[config.mk]
export PLATFORM = sky130hd
export DESIGN_NAME = seq_comparator
export DESIGN_NICKNAME = d
export VERILOG_FILES = /design/src/rtl/seq_comparator.sv
export SDC_FILE = /design/constraint.sdc
export NUM_CORES = 1
export LEC_CHECK = 0
export BUFFER_PORTS_ARGS = -buffer_cell sky130_fd_sc_hd__buf_2
export CORE_MARGIN = 1.5
export CORE_UTILIZATION = 40
export DETAILED_ROUTE_END_ITERATION = 10
export PLACE_DENSITY = 0.67
export SKIP_CTS_REPAIR_TIMING = 1
export SLEW_MARGIN = 0
export SYNTH_ARGS = -nofsm -noshare
export SYNTH_HDL_FRONTEND = slang
export SYNTH_SLANG_ARGS = --single-unit
[constraint.sdc]
create_clock -name clk -period 6 [get_ports clk]
set_input_delay 0.3 -clock clk [delete_from_list [all_inputs] [get_ports clk]]
set_output_delay 0.3 -clock clk [all_outputs]
set_load 0.005 [all_outputs]
[src/rtl/seq_comparator.sv]
// seq_comparator: multi-cycle magnitude comparator, one CHUNK-bit slice per
// cycle, MSB slice first, with early exit on the first unequal slice.
// Signed compares flip the sign bit of both operands at capture time so the
// slice datapath is always unsigned.
module seq_comparator #(
   parameter int unsigned WIDTH     = 8,
   parameter int unsigned CHUNK     = 2,
   parameter int unsigned SIGNED_EN = 1
) (
   input  logic             clk,
   input  logic             rst,
   input  logic             start,
   input  logic [WIDTH-1:0] a,
   input  logic [WIDTH-1:0] b,
   input  logic             signed_mode,
   output logic             busy,
   output logic             done,
   output logic             eq,
   output logic             gt,
   output logic             lt
);

   localparam int unsigned NCHUNK = WIDTH / CHUNK;
   localparam int unsigned IDX_W  = (NCHUNK > 1) ? $clog2(NCHUNK) : 1;
   localparam logic [IDX_W-1:0] LAST_IDX = IDX_W'(NCHUNK - 1);
   localparam logic [WIDTH-1:0] MSB_MASK = {1'b1, {(WIDTH-1){1'b0}}};

   typedef enum logic [1:0] {
      IDLE = 2'd0,
      CMP  = 2'd1,
      DONE = 2'd2
   } state_t;

   state_t             state;
   state_t             state_nxt;
   logic               busy_nxt;
   logic               done_nxt;
   logic [WIDTH-1:0]   a_q;
   logic [WIDTH-1:0]   b_q;
   logic [IDX_W-1:0]   idx;
   logic [CHUNK-1:0]   slice_a;
   logic [CHUNK-1:0]   slice_b;
   logic               slice_ne;
   logic               last_chunk;
   logic               eff_signed;
   logic [WIDTH-1:0]   flip;

   // Effective mode: signed only when the parameter allows it.
   assign eff_signed = (SIGNED_EN != 0) && signed_mode;
   assign flip       = eff_signed ? MSB_MASK : '0;
   assign slice_ne   = (slice_a != slice_b);
   assign last_chunk = (idx == LAST_IDX);

   // Select the slice addressed by the chunk index (index 0 = MSB slice).
   always_comb begin
      slice_a = '0;
      slice_b = '0;
      for (int i = 0; i < int'(NCHUNK); i++) begin
         if (idx == IDX_W'(i)) begin
            slice_a = a_q[int'(WIDTH) - 1 - i * int'(CHUNK) -: CHUNK];
            slice_b = b_q[int'(WIDTH) - 1 - i * int'(CHUNK) -: CHUNK];
         end
      end
   end

   // State register; busy/done are registered decodes of the next state.
   always_ff @(posedge clk) begin
      if (rst) begin
         state <= IDLE;
         busy  <= 1'b0;
         done  <= 1'b0;
      end else begin
         state <= state_nxt;
         busy  <= busy_nxt;
         done  <= done_nxt;
      end
   end

   // Next-state logic.
   always_comb begin
      state_nxt = state;
      case (state)
         IDLE: if (start) state_nxt = CMP;
         CMP:  if (slice_ne || last_chunk) state_nxt = DONE;
         DONE: state_nxt = IDLE;
         default: state_nxt = IDLE;
      endcase
   end

   // Output decode feeding the busy/done registers.
   always_comb begin
      busy_nxt = 1'b0;
      done_nxt = 1'b0;
      if (state_nxt != IDLE) busy_nxt = 1'b1;
      if (state_nxt == DONE) done_nxt = 1'b1;
   end

   // Operand capture, chunk index walk and result update.
   always_ff @(posedge clk) begin
      if (rst) begin
         a_q <= '0;
         b_q <= '0;
         idx <= '0;
         eq  <= 1'b0;
         gt  <= 1'b0;
         lt  <= 1'b0;
      end else begin
         case (state)
            IDLE: begin
               if (start) begin
                  a_q <= a ^ flip;
                  b_q <= b ^ flip;
                  idx <= '0;
               end
            end
            CMP: begin
               if (slice_ne) begin
                  eq <= 1'b0;
                  gt <= (slice_a > slice_b);
                  lt <= (slice_a < slice_b);
               end else if (last_chunk) begin
                  eq <= 1'b1;
                  gt <= 1'b0;
                  lt <= 1'b0;
               end else begin
                  idx <= idx + IDX_W'(1);
               end
            end
            default: ;
         endcase
      end
   end

endmodule

==> results_tabular.tex, run 1 <==
\begin{tabular}{lr}
\hline
Metric & Value \\
\hline
\multicolumn{2}{l}{\textbf{Cells and area}} \\
\quad Most frequent cells in the layout & sky130\_fd\_sc\_hd\_\_nand2\_1 (33), sky130\_fd\_sc\_hd\_\_dfxtp\_1 (25), sky130\_fd\_sc\_hd\_\_buf\_2 (24) \\
\quad Final core utilization & 46.9\% \\
\quad Leading cell type in the layout, fill and taps excluded & sky130\_fd\_sc\_hd\_\_nand2\_1 \\
\quad Share of cells above drive strength 1 & 21.9\% \\
\quad Number of nets in the layout & 187 \\
\quad Diode count & 0 \\
\quad Layout-stage area growth over the synthesis result & 9.56\% \\
\multicolumn{2}{l}{\textbf{STA}} \\
\quad Final period util & 39.3\% \\
\quad Setup Total Neg Slack & 0 ps \\
\quad Number of hold-slack violations in the final timing report & 0 \\
\quad Slew of the pin with the lowest slew margin & 1180 ps \\
\quad Hold Slack & 200 ps \\
\quad Final setup viols & 0 \\
\quad RSZ-0062 raised after global routing & no \\
\quad Clock Skew & 4.45 ps \\
\quad Final Max Tran Viols & 0 \\
\quad Shortest period the worst path allows & 2360 ps \\
\quad Maximum achievable frequency & 424 MHz \\
\quad Worst rel slew slack & 20.7\% \\
\multicolumn{2}{l}{\textbf{Critical path}} \\
\quad Most frequent CP cell & sky130\_fd\_sc\_hd\_\_ha\_1 \\
\quad Worst setup slack for register-to-register paths & 3640 ps \\
\quad Worst R2R Path Depth & 9 \\
\quad Critical path endpoint category & register \\
\quad Critical-path cell list & inv\_1 -> ha\_1 -> a21oi\_1 -> o21ai\_0 -> a22o\_2 -> ha\_1 -> and3b\_1 -> a2111oi\_2 -> a31o\_1 \\
\quad Biggest cell delay along the critical path & 380 ps \\
\quad Largest fanout on the critical path & 8 \\
\quad Crit-path leading delay family & compound AO/OA/AOI/OAI gates \\
\quad Worst reg2reg startpoint & idx[0]\$\_SDFFE\_PP0P\_ \\
\quad Critical path launch point type & register \\
\quad Buffer and inverter count on the worst path & 1 \\
\quad Worst path arrival time & 2580 ps \\
\quad Category of the critical setup timing path & register to register \\
\quad Reg-to-reg endpoint & idx[1]\$\_SDFFE\_PP0P\_ \\
\quad Data required time at the worst endpoint & 6220 ps \\
\quad Max stage delay cell, worst path & sky130\_fd\_sc\_hd\_\_dfxtp\_1 \\
\multicolumn{2}{l}{\textbf{Floorplanning}} \\
\quad Cell Rows & 19 \\
\quad Width of the die & 57.6 µm \\
\quad Area inside the core boundary & 2780 µm² \\
\quad Number of top-level design ports & 25 \\
\quad Height of the die & 57.6 µm \\
\quad Die footprint & 3310 µm² \\
\quad Initial cell density of the core & 42.8\% \\
\multicolumn{2}{l}{\textbf{Yosys}} \\
\quad Net count after synthesis & 168 \\
\quad Synthesis Warnings & 0 \\
\quad Count of different cell masters after synthesis & 31 \\
\quad Synthesized instance count & 142 \\
\quad Seq/Total Area, Yosys & 42.0\% \\
\quad Syn\_area\_per\_cell & 8.39 µm² \\
\quad Biggest area consumer among synthesized cells & sky130\_fd\_sc\_hd\_\_dfxtp\_1 \\
\quad Number of storage elements in the synthesis netlist & 25 \\
\quad Cells taking the most area after synthesis & sky130\_fd\_sc\_hd\_\_dfxtp\_1 (42\%), sky130\_fd\_sc\_hd\_\_nand2\_1 (10\%), sky130\_fd\_sc\_hd\_\_a21oi\_1 (9.7\%) \\
\quad Summed instance area of the synthesized netlist & 1190 µm² \\
\quad Proportion of netlist area held by the largest area contributor & 42.0\% \\
\multicolumn{2}{l}{\textbf{Power}} \\
\quad Peak supply drop & 0.158 mV \\
\quad Total power of the final layout & 0.000405 W \\
\quad PwrDens & 310 nW/µm² \\
\quad LEAKAGE & 0.524 nW \\
\multicolumn{2}{l}{\textbf{Route}} \\
\quad Average wire per cell in the routed design & 12.2 µm \\
\quad Overall via count from detail\_route & 1010 \\
\quad Post-route DRC & 0 \\
\quad Antenna-violating nets left & 0 \\
\quad Number of detailed-routing iterations run before antenna repair & 5 \\
\quad Violation count after the first detailed-route iteration & 30 \\
\quad Total wirelength of the detailed-routed design & 2330 µm \\
\quad Via density & 5.29 \\
\multicolumn{2}{l}{\textbf{Outcome}} \\
\quad Status & finished clean \\
\multicolumn{2}{l}{\textbf{Global route}} \\
\quad Initial antenna violation count & 0 \\
\quad Aggregate global routing overflow & 0 \\
\quad Pin count of the biggest net entering global routing & 27 \\
\quad Global routing usage summed across all routing layers & 15.5\% \\
\quad Via count of the first global-routing pass & 966 \\
\quad Global-route wire length before repair & 4110 µm \\
\multicolumn{2}{l}{\textbf{Placement}} \\
\quad HPWL Detailed & 1740 µm \\
\quad Final Wtd Congestion & 0.850 \\
\quad Quantity of I/O buffers inserted on ports & 24 \\
\multicolumn{2}{l}{\textbf{Worst hold path}} \\
\quad Number of stages on the worst hold path & 3 \\
\quad Type of the tightest min-delay check & primary input to register \\
\quad Min-Delay Startpoint & b[4] \\
\quad Hold endpoint & b\_q[4]\$\_SDFFE\_PP0P\_ \\
\multicolumn{2}{l}{\textbf{Clock tree}} \\
\quad Count of H-tree levels built during CTS & 1 \\
\quad Number of buffers created by CTS & 3 \\
\quad Insertion delay to the later sink of the worst-skew pair & 320 ps \\
\quad CTS tree & done \\
\quad Clock transition time at the flip-flop clock pins of the worst setup and hold paths & 130 ps \\
\quad Maximum count of clock buffers along a single path & 2 \\
\quad CTS Root Buffer Type & sky130\_fd\_sc\_hd\_\_clkbuf\_4 \\
\quad Total number of clock tree sinks & 25 \\
\multicolumn{2}{l}{\textbf{Flow run}} \\
\quad Max-capacitance violation count & 0 \\
\hline
\end{tabular}
-- cell families after synthesis --
logic type      after synthesis  share of synthesized area (%)
buf+inv                      17                           8.30
compound gates               41                           21.6
xor+xnor                      2                           1.47
flops                        25                           42.0
mux                           1                          0.840
simple gates                 50                           19.4
fa+ha+maj                     6                           6.30
-- synthesized netlist by cell type, drive strengths merged --
library cell / number
nand2: 33
dfxtp: 25
a21oi: 24
inv: 7
buf: 6
ha: 6
o21ai: 5
clkbuf: 4
nor2: 4
nor3: 4
a22oi: 3
a211o: 2
a211oi: 2
a22o: 2
nand2b: 2
nor3b: 2
xnor2: 2
a2111oi: 1
a221oi: 1
a31o: 1
and2b: 1
and3b: 1
mux2i: 1
nand3: 1
nand3b: 1
or3b: 1
-- where the power goes --
part,internal [W],switching [W]
registers,0.000188,0.0000153
logic,0.0000524,0.0000747
clock network,0.0000249,0.0000493
total,0.000265,0.000139
-- registers in the layout, summed over array words and instances (netlist names) --
| register | count |
|---|---|
| a_q | 8 |
| b_q | 8 |
| idx | 2 |
| state | 2 |
| busy | 1 |
| done | 1 |
| eq | 1 |
| gt | 1 |
| lt | 1 |
-- worst min-delay path, cell delays in order --
cell and delay, ps:
sky130_fd_sc_hd__buf_2 90, sky130_fd_sc_hd__nand2_1 40, sky130_fd_sc_hd__a21oi_1 50
-- area by class of cell --
class / instances / area [µm²]
clock inverters: 1 / 5.00
multi-input cells: 100 / 592
well taps: 31 / 38.8
fillers: 290 / 1480
clock buffers: 3 / 22.5
inverters: 7 / 26.3
flip-flops and latches: 25 / 500
repair buffers: 24 / 120
-- stage by stage --
step / cell area [µm²] / setup WS (ps) / cells
final: 1310 / 3640 / 191
after global routing: 1310 / 3480 / 191
after CTS: 1310 / 3630 / 191
after detailed placement: 1280 / 3650 / 187
after global placement: 1280 / 3760 / 187
after floorplan: 1190 / 3790 / 142
-- routing by layer --
metal	track usage, %	vias to the layer above	routed length [µm]
li1	-	519	-
met3	2.49	4	92
met5	0	-	0
met2	27.9	18	1180
met1	19.0	469	1030
met4	3.99	0	30
-- worst max path at each step --
stage | start | end | slack (ps) | cells after the start
final | idx[0]$_SDFFE_PP0P_ | idx[1]$_SDFFE_PP0P_ | 3640 | 9
after global routing | idx[0]$_SDFFE_PP0P_ | idx[1]$_SDFFE_PP0P_ | 3480 | 9
after CTS | idx[0]$_SDFFE_PP0P_ | idx[1]$_SDFFE_PP0P_ | 3630 | 9
after detailed placement | idx[0]$_SDFFE_PP0P_ | idx[1]$_SDFFE_PP0P_ | 3650 | 9
after global placement | idx[0]$_SDFFE_PP0P_ | idx[1]$_SDFFE_PP0P_ | 3760 | 9
after floorplan | idx[0]$_SDFFE_PP0P_ | idx[1]$_SDFFE_PP0P_ | 3790 | 11
No activity file was read; power rests on OpenSTA's default activity.
==> inputs of run 2 (changes only) <==
clock period = 2.4 ns   (was 6 ns; I/O delays follow)
==> run 2 against run 1 <==
Sequential power rose to 2.5 times the previous value. Largest power group unchanged. Utilization rose by 1.0 points. Cell count rose by 0.52%. Count of clock-buffer cells in the layout did not move. Non-clock buffer count rose by 1. Total power rose to 2.5 times the previous value.
==> results_tabular.tex, run 2 (same netlist as run 1, synthesis figures left out) <==
\begin{tabular}{lr}
\hline
Metric & Value \\
\hline
\multicolumn{2}{l}{\textbf{Global route}} \\
\quad Initial antenna violation count & 0 (unchanged) \\
\quad Global-route wire length before repair & 4200 µm (+2.2\%) \\
\quad Pin count of the biggest net entering global routing & 27 (unchanged) \\
\quad Aggregate global routing overflow & 0 (unchanged) \\
\quad Via count of the first global-routing pass & 966 (unchanged) \\
\quad Global routing usage summed across all routing layers & 16.0\% (+0.48 points) \\
\multicolumn{2}{l}{\textbf{STA}} \\
\quad Final setup viols & 0 (unchanged) \\
\quad Worst rel slew slack & 67.0\% (+46 points) \\
\quad Setup Total Neg Slack & 0 ps (unchanged) \\
\quad Shortest period the worst path allows & 2230 ps (-123 ps) \\
\quad Final Max Tran Viols & 0 (unchanged) \\
\quad Number of hold-slack violations in the final timing report & 0 (unchanged) \\
\quad RSZ-0062 raised after global routing & no \\
\quad Maximum achievable frequency & 447 MHz (+5.5\%) \\
\quad Final period util & 93.1\% (+54 points) \\
\quad Clock Skew & 1.40 ps (-3.06 ps) \\
\quad Slew of the pin with the lowest slew margin & 495 ps (-689 ps) \\
\multicolumn{2}{l}{\textbf{Clock tree}} \\
\quad Insertion delay to the later sink of the worst-skew pair & 320 ps (about the same) \\
\quad Clock transition time at the flip-flop clock pins of the worst setup and hold paths & 130 ps (about the same) \\
\quad CTS Root Buffer Type & sky130\_fd\_sc\_hd\_\_clkbuf\_4 \\
\quad Count of H-tree levels built during CTS & 1 (unchanged) \\
\quad CTS tree & done \\
\quad Maximum count of clock buffers along a single path & 2 (unchanged) \\
\quad Total number of clock tree sinks & 25 (unchanged) \\
\quad Number of buffers created by CTS & 3 (unchanged) \\
\multicolumn{2}{l}{\textbf{Critical path}} \\
\quad Worst R2R Path Depth & 9 (unchanged) \\
\quad Largest fanout on the critical path & 8 (unchanged) \\
\quad Critical path launch point type & register \\
\quad Category of the critical setup timing path & register to register \\
\quad Data required time at the worst endpoint & 2660 ps (-3560 ps) \\
\quad Critical path endpoint category & register \\
\quad Worst path arrival time & 2500 ps (-80 ps) \\
\multicolumn{2}{l}{\textbf{Placement}} \\
\quad HPWL Detailed & 1720 µm (-1.1\%) \\
\quad Quantity of I/O buffers inserted on ports & 24 (unchanged) \\
\quad Placed cell count & 188 (+0.53\%) \\
\quad Final Wtd Congestion & 0.846 (-0.51\%) \\
\multicolumn{2}{l}{\textbf{Cells and area}} \\
\quad Largest registers in the final layout & a\_q: 8 flops, b\_q: 8 flops \\
\quad Number of nets in the layout & 188 (+0.53\%) \\
\quad Post-route non-filler standard cell count & 192 (+0.52\%) \\
\quad Most frequent cells in the layout & sky130\_fd\_sc\_hd\_\_nand2\_1 (33), sky130\_fd\_sc\_hd\_\_buf\_2 (24), sky130\_fd\_sc\_hd\_\_a21oi\_1 (23), sky130\_fd\_sc\_hd\_\_dfxtp\_1 (23), sky130\_fd\_sc\_hd\_\_inv\_1 (7) \\
\quad Layout-stage area growth over the synthesis result & 12.0\% \\
\quad Diode count & 0 (unchanged) \\
\quad Share of cells above drive strength 1 & 25.5\% (+3.6 points) \\
\quad Leading cell type in the layout, fill and taps excluded & sky130\_fd\_sc\_hd\_\_nand2\_1 \\
\multicolumn{2}{l}{\textbf{Route}} \\
\quad Average wire per cell in the routed design & 12.2 µm (about the same) \\
\quad Antenna-violating nets left & 0 (unchanged) \\
\quad Violation count after the first detailed-route iteration & 29 (-3.3\%) \\
\quad Amount of wire on met3 after detailed routing & 78 µm (-15\%) \\
\quad Total wirelength of the detailed-routed design & 2340 µm (+0.43\%) \\
\quad Overall via count from detail\_route & 989 (-2.1\%) \\
\quad Post-route DRC & 0 (unchanged) \\
\quad Via density & 5.15 (-2.6\%) \\
\quad Number of detailed-routing iterations run before antenna repair & 5 (unchanged) \\
\quad Met2 wire length & 1140 µm (-3.5\%) \\
\quad Topmost layer with routed signal wires & met4 \\
\quad Routed metal-1 wire length & 1090 µm (+5.9\%) \\
\multicolumn{2}{l}{\textbf{Floorplanning}} \\
\quad Cell Rows & 19 (unchanged) \\
\quad Initial cell density of the core & 42.8\% (unchanged) \\
\quad Number of top-level design ports & 25 (unchanged) \\
\quad Area inside the core boundary & 2780 µm² (unchanged) \\
\quad Height of the die & 57.6 µm (unchanged) \\
\quad Width of the die & 57.6 µm (unchanged) \\
\quad Die footprint & 3310 µm² (unchanged) \\
\multicolumn{2}{l}{\textbf{Power}} \\
\quad LEAKAGE & 0.528 nW (+0.68\%) \\
\quad Peak supply drop & 0.448 mV (+180\%) \\
\quad PwrDens & 771 nW/µm² (+150\%) \\
\multicolumn{2}{l}{\textbf{Worst hold path}} \\
\quad Number of stages on the worst hold path & 3 (unchanged) \\
\quad Type of the tightest min-delay check & primary input to register \\
\multicolumn{2}{l}{\textbf{Flow run}} \\
\quad Max-capacitance violation count & 0 (unchanged) \\
\multicolumn{2}{l}{\textbf{Outcome}} \\
\quad Status & finished clean \\
\hline
\end{tabular}
-- run 2: cell count changes in the layout (fill, tap and decap cells not counted), sizes merged --
| cell | change |
|---|---|
| buf | +1 |
-- run 2: report_power, final --
part	internal (W)	switching [W]	leakage [nW]
logic	0.000139	0.000189	0.304
clock network	0.0000625	0.000128	0.0177
registers	0.000471	0.0000389	0.206
-- run 2: routing by layer --
| metal | up-vias | track usage (%) |
|---|---|---|
| met1 | 450 | 19.2 |
| met3 | 4 | 2.27 |
| met5 | - | 0 |
| li1 | 519 | - |
| met2 | 16 | 28.1 |
| met4 | 0 | 6.98 |
-- run 2: final cells by class --
type,count,area [µm²]
clock buffer,3,22.5
clock inverter,1,5.00
fill,290,1450
inverter,7,26.3
multi-input combinational,100,611
sequential,25,503
tap,31,38.8
timing repair buffer,25,128
-- run 2: final timing paths --
kind	from	end	slack (ps)
worst max-delay path	idx[1]$_SDFFE_PP0P_	idx[0]$_SDFFE_PP0P_	170
worst min register to register	b_q[3]$_SDFFE_PP0P_	b_q[3]$_SDFFE_PP0P_	470
worst max register to register	idx[1]$_SDFFE_PP0P_	idx[0]$_SDFFE_PP0P_	170
worst min-delay path	a[2]	a_q[2]$_SDFFE_PP0P_	10
-- run 2: metrics by stage --
step | hold slack, ps | setup WS, ps | power [W] | area (µm²) | util, %
floorplan | 256 | 194 | 0.000792 | 1190 | -
global placement | 361 | 171 | 0.000823 | 1280 | 46.2
detailed placement | 366 | 80.8 | 0.000839 | 1280 | 46.2
CTS | 7.58 | 48.1 | 0.00103 | 1310 | 47.2
global route | 9.88 | 26.8 | 0.00112 | 1330 | 48.0
finish | 14.6 | 165 | 0.00103 | 1330 | 48.0
-- run 2: critical path, stage by stage, from the launching register on --
cell and delay, ps:
sky130_fd_sc_hd__dfxtp_2 370, sky130_fd_sc_hd__inv_1 90, sky130_fd_sc_hd__ha_2 230, sky130_fd_sc_hd__a21oi_1 130, sky130_fd_sc_hd__o21ai_0 100, sky130_fd_sc_hd__a22o_2 230
sky130_fd_sc_hd__ha_1 320, sky130_fd_sc_hd__and3b_2 280, sky130_fd_sc_hd__a211o_2 320, sky130_fd_sc_hd__a21oi_2 110
